<file path="config.mk">
export PLATFORM = sky130hd
export DESIGN_NAME = register_file_param
export DESIGN_NICKNAME = d
export VERILOG_FILES = /design/src/rtl/register_file_param.sv
export SDC_FILE = /design/constraint.sdc
export NUM_CORES = 2
export LEC_CHECK = 0
export CAP_MARGIN = 10
export CORE_MARGIN = 4
export CORE_UTILIZATION = 40
export CTS_CLUSTER_SIZE = 12
export DETAILED_ROUTE_END_ITERATION = 16
export PLACE_DENSITY_LB_ADDON = 0.3
export SYNTH_ARGS = -nofsm -noshare
export SYNTH_HDL_FRONTEND = slang
export SYNTH_SLANG_ARGS = --single-unit
</file>
<file path="constraint.sdc">
create_clock -name clk -period 5.75 [get_ports clk]
set_input_delay 1.15 -clock clk [delete_from_list [all_inputs] [get_ports clk]]
set_output_delay 1.15 -clock clk [all_outputs]
set_load 0.05 [all_outputs]
</file>
<file path="src/rtl/register_file_param.sv">
// register_file_param: parametrised integer register file for the RISC-V datapath.
//   Two registered read ports, one write port, optional write-to-read bypass,
//   optional hardwired zero entry. After reset a sweep clears (or index-seeds)
//   one entry per cycle so storage needs no per-entry reset; ready flags the end.
// Ports:
//   clk        rising-edge clock
//   reset      asynchronous reset, active-low
//   RegWrite   write enable
//   RD         write address
//   WriteData  write data
//   RS1, RS2   read addresses
//   ReadData1/2 registered read data (latency 1)
//   ready      1 once the clear sweep has finished
//   clear_idx  sweep pointer (debug)
module register_file_param #(
  parameter int XLEN       = 64,
  parameter int NREGS      = 32,
  parameter int ZERO_REG   = 1,
  parameter int BYPASS     = 1,
  parameter int INIT_INDEX = 1,
  localparam int AW        = (NREGS > 2) ? $clog2(NREGS) : 1
) (
  input  logic            clk,
  input  logic            reset,
  input  logic            RegWrite,
  input  logic [AW-1:0]   RD,
  input  logic [XLEN-1:0] WriteData,
  input  logic [AW-1:0]   RS1,
  input  logic [AW-1:0]   RS2,
  output logic [XLEN-1:0] ReadData1,
  output logic [XLEN-1:0] ReadData2,
  output logic            ready,
  output logic [AW-1:0]   clear_idx
);

  typedef enum logic {
    CLEAR = 1'b0,
    READY = 1'b1
  } state_e;

  // One extra bit so NREGS itself is representable for range checks.
  localparam logic [AW:0]   NREGS_W  = (AW+1)'(NREGS);
  localparam logic [AW-1:0] LAST_IDX = AW'(NREGS - 1);

  logic [XLEN-1:0] regs [NREGS];

  state_e          state_q, state_d;
  logic [AW-1:0]   clear_idx_q, clear_idx_d;
  logic [XLEN-1:0] rdata1_q, rdata1_d;
  logic [XLEN-1:0] rdata2_q, rdata2_d;

  logic            mem_we;
  logic [AW-1:0]   mem_waddr;
  logic [XLEN-1:0] mem_wdata;

  logic            wr_ok;
  logic            rs1_valid, rs2_valid;

  always_comb begin
    wr_ok     = (state_q == READY) && RegWrite && ({1'b0, RD} < NREGS_W)
                && !((ZERO_REG != 0) && (RD == '0));
    rs1_valid = ({1'b0, RS1} < NREGS_W) && !((ZERO_REG != 0) && (RS1 == '0));
    rs2_valid = ({1'b0, RS2} < NREGS_W) && !((ZERO_REG != 0) && (RS2 == '0));
  end

  // Next state, sweep pointer and storage write port.
  always_comb begin
    state_d     = state_q;
    clear_idx_d = clear_idx_q;
    mem_we      = 1'b0;
    mem_waddr   = RD;
    mem_wdata   = WriteData;
    unique case (state_q)
      CLEAR: begin
        mem_we      = 1'b1;
        mem_waddr   = clear_idx_q;
        mem_wdata   = (INIT_INDEX != 0) ? XLEN'(clear_idx_q) : '0;
        clear_idx_d = clear_idx_q + 1'b1;
        if (clear_idx_q == LAST_IDX) state_d = READY;
      end
      READY: begin
        mem_we = wr_ok;
      end
      default: state_d = CLEAR;
    endcase
  end

  // Read ports: forwarding is decided here, before the storage update lands.
  always_comb begin
    rdata1_d = '0;
    rdata2_d = '0;
    if (state_q == READY) begin
      if (rs1_valid) begin
        rdata1_d = ((BYPASS != 0) && wr_ok && (RD == RS1)) ? WriteData : regs[RS1];
      end
      if (rs2_valid) begin
        rdata2_d = ((BYPASS != 0) && wr_ok && (RD == RS2)) ? WriteData : regs[RS2];
      end
    end
  end

  always_ff @(posedge clk or negedge reset) begin
    if (!reset) begin
      state_q     <= CLEAR;
      clear_idx_q <= '0;
      rdata1_q    <= '0;
      rdata2_q    <= '0;
    end else begin
      state_q     <= state_d;
      clear_idx_q <= clear_idx_d;
      rdata1_q    <= rdata1_d;
      rdata2_q    <= rdata2_d;
    end
  end

  // Storage has no reset so it can map onto RAM; the sweep initialises it.
  always_ff @(posedge clk) begin
    if (mem_we) regs[mem_waddr] <= mem_wdata;
  end

  assign ReadData1 = rdata1_q;
  assign ReadData2 = rdata2_q;
  assign ready     = (state_q == READY);
  assign clear_idx = clear_idx_q;

endmodule

</file>
==> impl_results.html <==
<table>
<tr><th>Metric</th><th>Value</th></tr>
<tr><th colspan="2">Synthesis</th></tr>
<tr><td>Library cell occupying the most area in the post-synthesis netlist</td><td>sky130_fd_sc_hd__edfxtp_1</td></tr>
<tr><td>Portion of the post-synthesis area used by sequential elements</td><td>0.656</td></tr>
<tr><td>Yosys top cell area share</td><td>0.622</td></tr>
<tr><td>Number of flops mapped to enable cells by yosys</td><td>2048</td></tr>
<tr><td>Synthesized instance count</td><td>5030</td></tr>
<tr><td>Post-synthesis area per instance</td><td>19.7 um^2</td></tr>
<tr><td>Primary flip-flop cell chosen by synthesis mapping</td><td>sky130_fd_sc_hd__edfxtp_1</td></tr>
<tr><td>Warning count from the yosys run</td><td>0</td></tr>
<tr><td>Share of synthesized registers carrying an async set or reset</td><td>0.0614</td></tr>
<tr><td>Number of nets in the synthesized netlist</td><td>5114</td></tr>
<tr><td>Number of unique standard cell types used by synthesis</td><td>42</td></tr>
<tr><td>Post-Synthesis Cell Area</td><td>98900 um^2</td></tr>
<tr><td>Synth area leaders</td><td>sky130_fd_sc_hd__edfxtp_1 (62%), sky130_fd_sc_hd__mux4_2 (21%), sky130_fd_sc_hd__dfrtp_1 (3.4%)</td></tr>
<tr><td>Number of synthesized register bits</td><td>2182</td></tr>
<tr><th colspan="2">Placed design</th></tr>
<tr><td>RePlAce Congestion</td><td>0.811</td></tr>
<tr><td>Post-placement setup slack</td><td>970 ps</td></tr>
<tr><td>DPL Wire Length</td><td>172 mm</td></tr>
<tr><td>Number of I/O port buffers</td><td>215</td></tr>
<tr><th colspan="2">Clocking</th></tr>
<tr><td>Total of cells resized after clock tree synthesis</td><td>0</td></tr>
<tr><td>Post-CTS Setup Repair Bufs</td><td>0</td></tr>
<tr><td>Clock transition time at the flip-flop clock pins of the worst setup and hold paths</td><td>60 ps</td></tr>
<tr><td>Clock tree from TritonCTS</td><td>done</td></tr>
<tr><td>H-Tree Depth</td><td>4</td></tr>
<tr><td>Clock insertion delay at the later pin of the skew report</td><td>860 ps</td></tr>
<tr><td>CTS sink count</td><td>2182</td></tr>
<tr><td>Hold-fix buffers, CTS</td><td>0</td></tr>
<tr><td>Number of buffers on the longest clock path</td><td>3</td></tr>
<tr><td>Clock root buffer</td><td>sky130_fd_sc_hd__clkbuf_16</td></tr>
<tr><td>Number of CTS-inserted buffers</td><td>220</td></tr>
<tr><th colspan="2">Pwr</th></tr>
<tr><td>Power density over cell area</td><td>309 nW/um^2</td></tr>
<tr><td>Leakage power figure</td><td>35.7 nW</td></tr>
<tr><td>Max IR drop VDD</td><td>0.000268 V</td></tr>
<tr><th colspan="2">Global routing</th></tr>
<tr><td>Pin count of the biggest net entering global routing</td><td>119</td></tr>
<tr><td>GR Util All Layers</td><td>0.233</td></tr>
<tr><td>Global routing's busiest layer</td><td>met2</td></tr>
<tr><td>GRT met1 Usage</td><td>0.318</td></tr>
<tr><td>Vias in the first global route</td><td>57700</td></tr>
<tr><td>Wire length of the first global-routing pass</td><td>429 mm</td></tr>
<tr><td>Global routing met3 resource utilization</td><td>0.0440</td></tr>
<tr><td>Met2 usage</td><td>0.377</td></tr>
<tr><td>Overall overflow remaining after global route</td><td>0</td></tr>
<tr><td>Number of antenna violations at the first check in global routing</td><td>15</td></tr>
<tr><th colspan="2">Timing</th></tr>
<tr><td>Slew at the pin with the worst max-slew slack</td><td>1250 ps</td></tr>
<tr><td>Slew HR</td><td>0.165</td></tr>
<tr><td>Hold Worst Slack</td><td>247 ps</td></tr>
<tr><td>Count of final max-slew check failures</td><td>0</td></tr>
<tr><td>Final hold violation count</td><td>0</td></tr>
<tr><td>Final-report setup violation count</td><td>0</td></tr>
<tr><td>Post-layout worst setup margin</td><td>1610 ps</td></tr>
<tr><td>Final Cycle Share</td><td>0.721</td></tr>
<tr><td>Total negative setup slack</td><td>0 ps</td></tr>
<tr><td>Unrepaired setup endpoints after global routing</td><td>no</td></tr>
<tr><td>Max Clock Skew</td><td>27.2 ps</td></tr>
<tr><td>Final min period</td><td>4140 ps</td></tr>
<tr><td>Highest attainable clock frequency</td><td>241 MHz</td></tr>
<tr><th colspan="2">Setup path</th></tr>
<tr><td>Max Fanout on Critical Path</td><td>55</td></tr>
<tr><td>R2R Setup Slk</td><td>1610 ps</td></tr>
<tr><td>Crit Path Class</td><td>register to register</td></tr>
<tr><td>Worst Reg2Reg Path Length in Cells</td><td>6</td></tr>
<tr><td>Required time reported for the critical path endpoint</td><td>6240 ps</td></tr>
<tr><td>Worst r2r src</td><td>ready</td></tr>
<tr><td>Worst setup path end</td><td>regs[29][39]</td></tr>
<tr><td>Timing startpoint of the critical path</td><td>ready</td></tr>
<tr><td>Endpoint class of the critical path</td><td>register</td></tr>
<tr><td>Reg-to-reg endpoint</td><td>regs[29][39]</td></tr>
<tr><td>CP Data Arrival Time</td><td>4630 ps</td></tr>
<tr><td>Worst setup SP type</td><td>register</td></tr>
<tr><th colspan="2">Final layout</th></tr>
<tr><td>Commonest non-fill, non-tap cells in the layout</td><td>sky130_fd_sc_hd__edfxtp_1 (2048), sky130_fd_sc_hd__mux4_2 (934), sky130_fd_sc_hd__mux2i_1 (308)</td></tr>
<tr><td>Most common cell after layout, fill and taps aside</td><td>sky130_fd_sc_hd__edfxtp_1</td></tr>
<tr><td>Fraction of final layout cells sized beyond drive strength 1</td><td>0.271</td></tr>
<tr><td>Area delta synth-&gt;final</td><td>13.7%</td></tr>
<tr><td>Post-route core utilization</td><td>0.457</td></tr>
<tr><td>Number of nets in the final layout</td><td>5300</td></tr>
<tr><th colspan="2">Drt</th></tr>
<tr><td>Drt first-iter violations</td><td>6719</td></tr>
<tr><td>Post-route antenna net violation count</td><td>0</td></tr>
<tr><td>Total via count in the routed design</td><td>56500</td></tr>
<tr><td>Detailed-router iteration count before antenna repair</td><td>6</td></tr>
<tr><td>Via-to-Cell Ratio</td><td>6.55</td></tr>
<tr><td>WL per Instance</td><td>35.1 um</td></tr>
<tr><td>Final routed wirelength across all metal layers</td><td>303 mm</td></tr>
<tr><td>Residual DRC</td><td>0</td></tr>
<tr><th colspan="2">Flow run</th></tr>
<tr><td>Number of max-capacitance violations reported</td><td>0</td></tr>
<tr><th colspan="2">Floorplanning</th></tr>
<tr><td>Number of top-level pins</td><td>216</td></tr>
<tr><td>X dimension of the die</td><td>505 um</td></tr>
<tr><td>Die extent in y</td><td>505 um</td></tr>
<tr><td># rows</td><td>182</td></tr>
<tr><td>Starting density of the core</td><td>0.402</td></tr>
<tr><td>Floorplan core area</td><td>246000 um^2</td></tr>
<tr><td>Overall die area</td><td>255000 um^2</td></tr>
<tr><th colspan="2">Hold path</th></tr>
<tr><td>Worst hold-check path type</td><td>input port to async pin</td></tr>
<tr><th colspan="2">Outcome</th></tr>
<tr><td>Run status</td><td>completed</td></tr>
</table>
## where the power goes
part	switching [mW]	total, mW	internal, mW
combinational	2.07	3.29	1.23
clock	6.04	13.8	7.73
sequential	0.155	17.7	17.5
## area by class of cell
class / count / area (um^2)
clock inverters: 47 / 388
well taps: 3220 / 4030
clock buffers: 367 / 6480
flip-flops and latches: 2182 / 64900
multi-input cells: 2424 / 32600
diodes: 2 / 5.00
repair buffers: 384 / 4060
inverters: 4 / 15.0
fillers: 20600 / 134000
## registers in the layout, summed over array words and instances, names as in the netlist
register,count
ReadData2,64
regs,2048
ready,1
clear_idx,5
ReadData1,64
## cells by family (layout without fill, tap and decap cells)
| group | after synthesis | in the layout | share of synthesized area |
|---|---|---|---|
| XOR/XNOR | 13 | 13 | 0.00115 |
| AO/OA/AOI/OAI | 745 | 745 | 0.0584 |
| other | 0 | 2 | 0 |
| flip-flops | 2182 | 2182 | 0.656 |
| multiplexers | 1244 | 1244 | 0.244 |
| AND/OR/NAND/NOR | 420 | 420 | 0.0221 |
| buffers and inverters | 424 | 802 | 0.0180 |
| adder cells (fa/ha/maj) | 2 | 2 | 0.000253 |
## metrics by stage
stage | power (mW) | instances | area, um^2
after floorplan | 20.0 | 5030 | 98900
after global routing | 35.9 | 8629 | 112000
after detailed placement | 21.3 | 8214 | 106000
after CTS | 35.0 | 8628 | 112000
final | 34.8 | 8630 | 112000
after global placement | 21.3 | 8214 | 106000
## routing by layer
metal | part of all wire | wire (um) | vias up
li1 | - | - | 22200
met1 | 0.39 | 118000 | 30600
met2 | 0.48 | 146000 | 3122
met3 | 0.089 | 26800 | 627
met4 | 0.038 | 11400 | 6
met5 | 0.00014 | 41 | -
## cells in the mapped netlist, drive strengths merged, types with 3 or more instances
cell type,number
xnor2,13
mux2i,308
nand2b,7
and2,66
a221o,128
nor2b,139
o21ai,3
nor3,3
a22oi,283
nor2,41
clkbuf,254
nand2,118
a211oi,210
buf,166
a31oi,5
nand3,39
mux4,934
dfrtp,134
a21oi,91
inv,4
edfxtp,2048
a221oi,14
## worst min path at each step
stage,start,end,slack [ps],cells past startpoint
2_1_floorplan,regs[22][0],ReadData1[0],780,4
3_3_place_gp,clear_idx[2],clear_idx[2],560,1
3_5_place_dp,clear_idx[2],clear_idx[2],560,1
4_1_cts,reset,ReadData1[39],240,1
5_1_grt,reset,ReadData1[39],260,1
6_report,reset,ReadData1[39],250,1
## worst max-delay path, cell delays in order (launching register included)
cell and delay (ps):
sky130_fd_sc_hd__dfrtp_4 1060, sky130_fd_sc_hd__inv_2 300, sky130_fd_sc_hd__nor3_1 320, sky130_fd_sc_hd__a21oi_1 210, sky130_fd_sc_hd__a21o_1 400, sky130_fd_sc_hd__nor2_4 810, sky130_fd_sc_hd__buf_4 630
Note: power is estimated with default switching activity, not from simulation.
